File: src/rtl/td4_uart_loader.sv
// td4_uart_loader: receives 8N1 UART bytes on one pin and turns each byte
// into a TD4 program-memory write (opcode = bits [3:0], immediate = bits
// [7:4]), filling addresses 0..15 in order.
//
// Optional feature macro: TD4_LOADER_CHECKSUM_EN
//   When defined, one extra byte is received after address 15 is written.
//   checksum_ok reports whether it equals the XOR of the 16 program bytes.
//   When undefined, the CHECK state does not exist and checksum_ok is 0.
//
// Handshake: there is no back-pressure. mem_write is a one-cycle strobe, and
// mem_address/opcode/immediate are valid in the cycle it is high and hold
// their values until the next strobe.
//
// Debug: the FSM register is the signal "state" (type state_t); bind
// checkers to it directly.

module td4_uart_loader #(
  parameter int CLKS_PER_BIT = 1042
) (
  input  logic       clk,
  input  logic       rst_n,
  input  logic       rx,
  input  logic       load_en,
  output logic [3:0] mem_address,
  output logic [3:0] opcode,
  output logic [3:0] immediate,
  output logic       mem_write,
  output logic       busy,
  output logic       done,
  output logic       frame_err,
  output logic       checksum_ok
);

  localparam int TW = $clog2(CLKS_PER_BIT) + 1;
  localparam logic [TW-1:0] HALF_LAST = TW'(CLKS_PER_BIT / 2 - 1);
  localparam logic [TW-1:0] FULL_LAST = TW'(CLKS_PER_BIT - 1);
  localparam logic [TW-1:0] TIMER_ONE = TW'(1);

  typedef enum logic [2:0] {
    IDLE       = 3'd0,
    WAIT_START = 3'd1,
    START      = 3'd2,
    DATA       = 3'd3,
    STOP       = 3'd4,
    WRITE      = 3'd5,
`ifdef TD4_LOADER_CHECKSUM_EN
    CHECK      = 3'd6,
`endif
    DONE       = 3'd7
  } state_t;

  state_t          state;
  logic            rx_meta;
  logic            rx_s;
  logic [TW-1:0]   timer;
  logic [2:0]      bit_idx;
  logic [7:0]      shreg;
  logic [3:0]      addr;
  // Start detection needs the line to be seen high first, so a line that is
  // still low after a framing error cannot be mistaken for a new start bit.
  logic            armed;

`ifdef TD4_LOADER_CHECKSUM_EN
  logic [7:0]      csum;
  logic            check_phase;
`else
  assign checksum_ok = 1'b0;
`endif

  // Two-flop synchronizer for the asynchronous rx pin, idle-high at reset.
  always_ff @(posedge clk) begin
    if (!rst_n) begin
      rx_meta <= 1'b1;
      rx_s    <= 1'b1;
    end else begin
      rx_meta <= rx;
      rx_s    <= rx_meta;
    end
  end

  // Session FSM: UART framing, byte assembly, write strobe and status flags.
  always_ff @(posedge clk) begin
    if (!rst_n) begin
      state       <= IDLE;
      timer       <= '0;
      bit_idx     <= '0;
      shreg       <= '0;
      addr        <= '0;
      armed       <= 1'b0;
      mem_address <= '0;
      opcode      <= '0;
      immediate   <= '0;
      mem_write   <= 1'b0;
      busy        <= 1'b0;
      done        <= 1'b0;
      frame_err   <= 1'b0;
`ifdef TD4_LOADER_CHECKSUM_EN
      csum        <= '0;
      check_phase <= 1'b0;
      checksum_ok <= 1'b0;
`endif
    end else begin
      mem_write <= 1'b0;
      if (!load_en) begin
        // Abort: done is only ever 1 in DONE (or IDLE after DONE), so
        // leaving it untouched keeps it exactly when the session completed.
        state <= IDLE;
        busy  <= 1'b0;
      end else begin
        case (state)
          // Level-sensitive accept: IDLE is only re-entered with load_en
          // low, so a high level here is a fresh session request.
          IDLE: begin
            state     <= WAIT_START;
            busy      <= 1'b1;
            done      <= 1'b0;
            frame_err <= 1'b0;
            addr      <= '0;
            armed     <= 1'b0;
`ifdef TD4_LOADER_CHECKSUM_EN
            csum        <= '0;
            check_phase <= 1'b0;
            checksum_ok <= 1'b0;
`endif
          end

          WAIT_START: begin
            if (!armed) begin
              if (rx_s) armed <= 1'b1;
            end else if (!rx_s) begin
              state <= START;
              timer <= '0;
            end
          end

          // Re-check the line at mid start bit to reject short glitches.
          START: begin
            if (timer == HALF_LAST) begin
              timer <= '0;
              if (rx_s) begin
                state <= WAIT_START;
              end else begin
                state   <= DATA;
                bit_idx <= '0;
              end
            end else begin
              timer <= timer + TIMER_ONE;
            end
          end

          // LSB first: each sample enters at the top and shifts down.
          DATA: begin
            if (timer == FULL_LAST) begin
              timer <= '0;
              shreg <= {rx_s, shreg[7:1]};
              if (bit_idx == 3'd7) state <= STOP;
              else bit_idx <= bit_idx + 3'd1;
            end else begin
              timer <= timer + TIMER_ONE;
            end
          end

          STOP: begin
            if (timer == FULL_LAST) begin
              timer <= '0;
              if (!rx_s) begin
                frame_err <= 1'b1;
                armed     <= 1'b0;
`ifdef TD4_LOADER_CHECKSUM_EN
                if (check_phase) begin
                  checksum_ok <= 1'b0;
                  done        <= 1'b1;
                  busy        <= 1'b0;
                  state       <= DONE;
                end else
`endif
                state <= WAIT_START;
              end
`ifdef TD4_LOADER_CHECKSUM_EN
              else if (check_phase) begin
                state <= CHECK;
              end
`endif
              else begin
                state       <= WRITE;
                mem_write   <= 1'b1;
                mem_address <= addr;
                opcode      <= shreg[3:0];
                immediate   <= shreg[7:4];
              end
            end else begin
              timer <= timer + TIMER_ONE;
            end
          end

          // Strobe cycle; the address counter stops at 15 so it never wraps.
          WRITE: begin
`ifdef TD4_LOADER_CHECKSUM_EN
            csum <= csum ^ {immediate, opcode};
`endif
            if (addr == 4'd15) begin
`ifdef TD4_LOADER_CHECKSUM_EN
              check_phase <= 1'b1;
              state       <= WAIT_START;
`else
              done  <= 1'b1;
              busy  <= 1'b0;
              state <= DONE;
`endif
            end else begin
              addr  <= addr + 4'd1;
              state <= WAIT_START;
            end
          end

`ifdef TD4_LOADER_CHECKSUM_EN
          // Compare the received checksum byte with the running XOR.
          CHECK: begin
            checksum_ok <= (shreg == csum);
            done        <= 1'b1;
            busy        <= 1'b0;
            state       <= DONE;
          end
`endif

          // Session complete; line traffic is ignored until load_en drops.
          DONE: begin
            state <= DONE;
          end

          default: begin
            state <= IDLE;
            busy  <= 1'b0;
          end
        endcase
      end
    end
  end

endmodule

File: config.mk
export PLATFORM = sky130hd
export DESIGN_NAME = td4_uart_loader
export DESIGN_NICKNAME = d
export VERILOG_FILES = /design/src/rtl/td4_uart_loader.sv
export SDC_FILE = /design/constraint.sdc
export NUM_CORES = 1
export LEC_CHECK = 0
export ABC_AREA = 1
export CAP_MARGIN = 30
export CORE_MARGIN = 3
export CORE_UTILIZATION = 40
export DETAILED_ROUTE_END_ITERATION = 10
export PLACE_DENSITY_LB_ADDON = 0.05
export REMOVE_ABC_BUFFERS = 1
export SETUP_SLACK_MARGIN = 0.05
export SYNTH_ARGS = -nofsm -noshare
export SYNTH_HDL_FRONTEND = slang
export SYNTH_SLANG_ARGS = --single-unit
File: constraint.sdc
create_clock -name clk -period 2.2 [get_ports clk]
set_clock_uncertainty 0.15 [all_clocks]
set_input_delay 0.22 -clock clk [delete_from_list [all_inputs] [get_ports clk]]
set_output_delay 0.22 -clock clk [all_outputs]
set_load 0.01 [all_outputs]
==> out/metrics.yaml, run 1 <==
synthesis:
  netlist_area_mm2: 0.002430
  yosysWarnings: 0
  synth_area_leaders: "dfxtp_1 40%, nand2_1 10%, a21oi_1 7.2%"
  synthArstFlopShare_pct: 0
  syn_inst: 345
  synth_area_leader_cell: "dfxtp_1"
  synth_commonest_cells: "67 x nand2_1, 49 x dfxtp_1, 45 x nor2_1"
  yosysMostFrequentCell: "nand2_1"
  synth_top_area_share_pct: 40.37
  synth_top_flop_cell: "dfxtp_1"
  ys_types: 32
  seq_area_frac_synth_pct: 40.37
  synth_edf_count: 0
  avgSynthCellArea_um2: 7.043
  ys_ff_latch: 49
floorplan:
  dieArea_mm2: 0.007046
  pin_count: 21
  fp.coreArea_mm2: 0.005675
  initial_core_util_pct: 42.81
  die_x_um: 83.94
  rows: 27
  fp.dieH_um: 83.94
timing:
  fmax_mhz: 528.9
  fin_crit_sh_pct: 85.95
  rsz0062_at_grt: "false"
  hold_ws_ns: 0.2713
  min_period_ns: 1.891
  finalSetupTns_ns: 0
  slew_violations: 0
  setup_viol: 0
  hold_viol: 0
outcome:
  run_status: "completed"
clock_network:
  clockRootBuffer: "clkbuf_8"
  clkSlewWorstSetupHoldPaths_ns: 0.09
  cts_tree: "yes"
  ctsHoldBuffers: 0
  htree_levels: 2
  postCtsSetupBuffers: 0
  clkSinkCount: 49
  post_cts_resized: 0
  clkLatencyLatePin_ns: 0.30
  clockBufferDepth: 2
  cts-buffers-inserted: 5
worst_setup_path:
  crit_fanout: 13
  cp.arrival_ns: 1.93
  critPathLaunchType: "flop"
  cp.required_ns: 2.24
  crit_path_end_kind: "flop"
  worstSetupPathType: "reg2reg"
routing:
  detail_route.vias_per_cell: 4.786
  drt_wl_total_um: 5074
  drc: 0
  wire_per_inst_um: 11.56
  firstDrtPassIters: 4
  drtIter0Drc: 139
  vias: 2101
  postRouteAntennaNets: 0
placement:
  place_congestion: 0.8239
  io_buffers: 19
  dp_hpwl_um: 3795
power_and_ir_drop:
  leakage_nw: 1.142
  powerDensity_mw_per_mm2: 649.7
  vdd_drop_max_v: 0.0003392
layout:
  fin_nets: 376
  diodes: 0
  fillerInstances: 590
  drive_gt1_share_pct: 10.35
  syn_to_final_growth_pct: 14.52
global_route:
  antenna_found_initial: 0
  grt_pass1_vias: 1955
  track_usage_pct: 15.32
  grt_start_max_net_pins: 17
  grt_overflow: 0
  grt_pass1_wl_um: 8976
run:
  cap_violations: 0
worst_hold_path:
  holdCritPathClass: "reg2reg"
==> routing by layer <==
layer  vias up  share of wire [%]  GRT usage, %
li1       1143                  -             -
met1       912                 55         22.14
met2        38                 39         22.34
met3         8                3.4         2.962
met4         0                2.0         5.848
met5         -                  0             0
==> power by group <==
part           internal [mW]  total, mW  switching, mW
Clock                  0.256      0.570          0.314
Combinational          0.104      0.292          0.187
Sequential             0.915      0.947         0.0319
Total                   1.27       1.81          0.533
==> cells by family after synthesis <==
kind of cell | after synthesis | share of synthesized area, %
XOR/XNOR | 5 | 1.802
other | 1 | 0.1543
adder cells (fa/ha/maj) | 6 | 3.090
AND/OR/NAND/NOR | 165 | 31.05
AO/OA/AOI/OAI | 64 | 13.75
flip-flops | 49 | 40.37
buffers and inverters | 55 | 9.783
==> cell usage in the layout, fill, tap and decap left out <==
cell             Yosys  routed
inv_1               42      42
nor3b_2              1       1
nand4_1              3       3
dfxtp_2              0       1
clkinv_4             0       1
a41oi_1              1       1
nand2_2              7       8
nor4_1               1       1
conb_1               1       1
or2_0                1       1
nor3_1               4       4
clkdlybuf4s50_1      0      19
buf_4                1       6
a21oi_2              1       1
nand3b_1             2       2
dfxtp_1             49      48
xor2_1               5       5
nand3_1             23      23
ha_1                 6       6
nor2_1              45      45
or2_2                2       2
nand2_1             67      66
inv_2                2       2
nor2_4               4       4
o22ai_1              1       1
a211oi_1             1       1
nand3_2              2       2
o21bai_1             1       1
clkinv_2             0       1
o21ai_0             24      24
clkbuf_8             0       6
a21oi_1             35      35
nor2_2               3       3
==> state kept, by name, indices dropped and copies added (netlist names), 3 cells and up <==
register	flops
immediate	4
state	3
opcode	4
bit_idx	3
addr	4
timer	12
mem_address	4
shreg	8
==> through the flow <==
stage	instance area, um^2	setup WS [ns]	util, %	instances	power, mW
after floorplan	2357	0.4681	-	334	1.167
after global placement	2683	0.1663	47.27	431	1.264
after detailed placement	2683	0.1805	47.27	431	1.259
after CTS	2779	0.1653	48.96	439	1.829
after global routing	2783	0.1135	49.03	439	1.916
final	2783	0.3091	49.03	439	1.808
==> area by class of cell <==
class | instances | area [um^2] | share of cell area, %
Multi-Input combinational cell | 241 | 1214 | 43.61
Clock buffer | 6 | 82.58 | 2.968
Inverter | 44 | 165.2 | 5.935
Timing Repair Buffer | 25 | 235.2 | 8.453
Tap cell | 72 | 90.09 | 3.237
Clock inverter | 2 | 13.76 | 0.4946
Sequential cell | 49 | 982.2 | 35.30
==> final timing paths <==
kind | from | to | slack [ns] | cells past startpoint
max | state[1] | timer[9] | 0.31 | 7
min | rx_meta | rx_s | 0.27 | 1
max reg2reg | state[1] | timer[9] | 0.31 | 7
min reg2reg | rx_meta | rx_s | 0.27 | 1
==> worst max-delay path: stages, from the launching register on <==
cell     delay (ns)
dfxtp_1        0.52
nor2_4         0.10
nand3_1        0.13
nand2_1        0.11
nor2_4         0.30
nand3_1        0.17
nand2_2        0.21
nor2_1         0.08
Power figures use the tool's default switching activity.
==> inputs of run 2 (changes only) <==
- MAX_ROUTING_LAYER: not set -> met4
==> out/metrics.yaml, run 2 (synthesis gave the netlist of run 1 again) <==
power_and_ir_drop:
  power_frac_clock_pct: 31.5  # about the same
  p_int_mw: 1.275  # about the same
  seq_power_share_pct: 52.4  # about the same
  vdd_drop_max_v: 0.0003389  # was 0.0003392 V
  comb_power_share_pct: 16.2  # was 16.1%
  total_power_mw: 1.808  # about the same
  powerDensity_mw_per_mm2: 649.7  # about the same
  p_switching_mw: 0.5332  # was 0.5333 mW
  leakage_nw: 1.142  # unchanged
  switching_share_pct: 29.49  # was 29.50%
timing:
  setup_viol: 0  # unchanged
  slew_violations: 0  # unchanged
  hold_ws_ns: 0.2724  # was 0.2713 ns
  rsz0062_at_grt: "false"  # unchanged
  finalSetupTns_ns: 0  # unchanged
  fmax_mhz: 530.8  # was 528.9 MHz
  hold_viol: 0  # unchanged
  min_period_ns: 1.884  # was 1.891 ns
  fin_crit_sh_pct: 85.63  # was 85.95%
worst_setup_path:
  crit_path_end_kind: "flop"  # unchanged
  cp.required_ns: 2.24  # about the same
  crit_fanout: 13  # unchanged
  worstSetupPathType: "reg2reg"  # unchanged
  cp.arrival_ns: 1.92  # was 1.93 ns
  critPathLaunchType: "flop"  # unchanged
  r2r_slack_ns: 0.32  # was 0.31 ns
clock_network:
  clkLatencyLatePin_ns: 0.31  # was 0.30 ns
  clockRootBuffer: "clkbuf_8"  # unchanged
  clkSinkCount: 49  # unchanged
  cts-buffers-inserted: 5  # unchanged
  postCtsSetupBuffers: 0  # unchanged
  cts_tree: "yes"  # unchanged
  clockBufferDepth: 2  # unchanged
  clkSlewWorstSetupHoldPaths_ns: 0.09  # about the same
  htree_levels: 2  # unchanged
run:
  cap_violations: 0  # unchanged
routing:
  drc: 0  # unchanged
  wire_per_inst_um: 11.56  # about the same
  drt_wl_total_um: 5076  # was 5074 um
  drtIter0Drc: 117  # was 139
  detail_route.vias_per_cell: 4.802  # was 4.786
  postRouteAntennaNets: 0  # unchanged
  firstDrtPassIters: 4  # unchanged
  vias: 2108  # was 2,101
global_route:
  antenna_found_initial: 0  # unchanged
  grt_pass1_vias: 1955  # unchanged
  grt-busiest-layer: "met2"  # unchanged
  grt_overflow: 0  # unchanged
  grt_pass1_wl_um: 8997  # was 8976 um
  track_usage_pct: 15.77  # was 15.32%
  grt_start_max_net_pins: 17  # unchanged
  use_met1_pct: 22.20  # was 22.14%
  grt_use_met3_pct: 2.962  # unchanged
  use_met2_pct: 22.34  # unchanged
layout:
  fin_util_pct: 49.03  # unchanged
  regMostFlops: "timer"  # unchanged
  largest_register_ffs: 12  # unchanged
  layout_commonest_cell: "nand2_1"  # unchanged
  fillerInstances: 590  # unchanged
  top_regs: "timer (12), shreg (8)"  # unchanged
  mostFrequentLayoutCells: "66 x nand2_1, 48 x dfxtp_1, 45 x nor2_1"  # unchanged
  stdcell_count: 439  # unchanged
  seq_area_um2: 982.2  # unchanged
  multi_input_area_mm2: 0.001214  # unchanged
  fin_nets: 376  # unchanged
  drive_gt1_share_pct: 10.35  # unchanged
  diodes: 0  # unchanged
  syn_to_final_growth_pct: 14.52  # unchanged
worst_hold_path:
  holdCritPathClass: "reg2reg"  # unchanged
floorplan:
  die_x_um: 83.94  # unchanged
  initial_core_util_pct: 42.81  # unchanged
  pin_count: 21  # unchanged
  fp.dieH_um: 83.94  # unchanged
  dieArea_mm2: 0.007046  # unchanged
  fp.coreArea_mm2: 0.005675  # unchanged
  rows: 27  # unchanged
placement:
  io_buffers: 19  # unchanged
  placed_cells: 431  # unchanged
  place_congestion: 0.8363  # was 0.8239
  dp_hpwl_um: 3795  # unchanged
outcome:
  run_status: "completed"  # unchanged
-- run 2: layout make-up --
class | count | area share, %
tap | 72 | 3.237
timing repair buffer | 25 | 8.453
clock inverter | 2 | 0.4946
clock buffer | 6 | 2.968
inverter | 44 | 5.935
multi-input combinational | 241 | 43.61
sequential | 49 | 35.30
-- run 2: final timing paths --
| check | end | cells past startpoint | startpoint |
|---|---|---|---|
| setup / recovery | timer[9] | 7 | state[1] |
| hold reg to reg | rx_s | 1 | rx_meta |
| hold / removal | rx_s | 1 | rx_meta |
| setup reg to reg | timer[9] | 7 | state[1] |
-- run 2: layer usage --
metal  wire, um  part of all wire [%]
met5          0                     0
met4         95                   1.9
met3        200                   3.9
met2       2020                    40
met1       2760                    54
-- run 2: worst max-delay path, cell delays in order, from the launching register on --
cell and delay, ns:
dfxtp_1 0.52, nor2_4 0.10, nand3_1 0.13, nand2_1 0.11
nor2_4 0.30, nand3_1 0.17, nand2_2 0.21, nor2_1 0.08
-- run 2: power groups by stage --
stage | clock network [mW] | logic, mW | registers [mW]
after floorplan | 0 | 0.202 | 0.965
after global placement | 0 | 0.297 | 0.967
after detailed placement | 0 | 0.291 | 0.967
after CTS | 0.589 | 0.293 | 0.947
after global routing | 0.625 | 0.339 | 0.952
final | 0.569 | 0.292 | 0.947
-- run 2: stage by stage --
stage,worst slack [ns],area (um^2)
after floorplan,0.4681,2357
after detailed placement,0.1805,2683
after global placement,0.1663,2683
after CTS,0.1653,2779
after global routing,0.1135,2783
final,0.3160,2783
-- run 2: what timing repair did --
action	CTS	global route
hold buffers	0	0
resized for setup	0	2
setup endpoints to repair	0	17
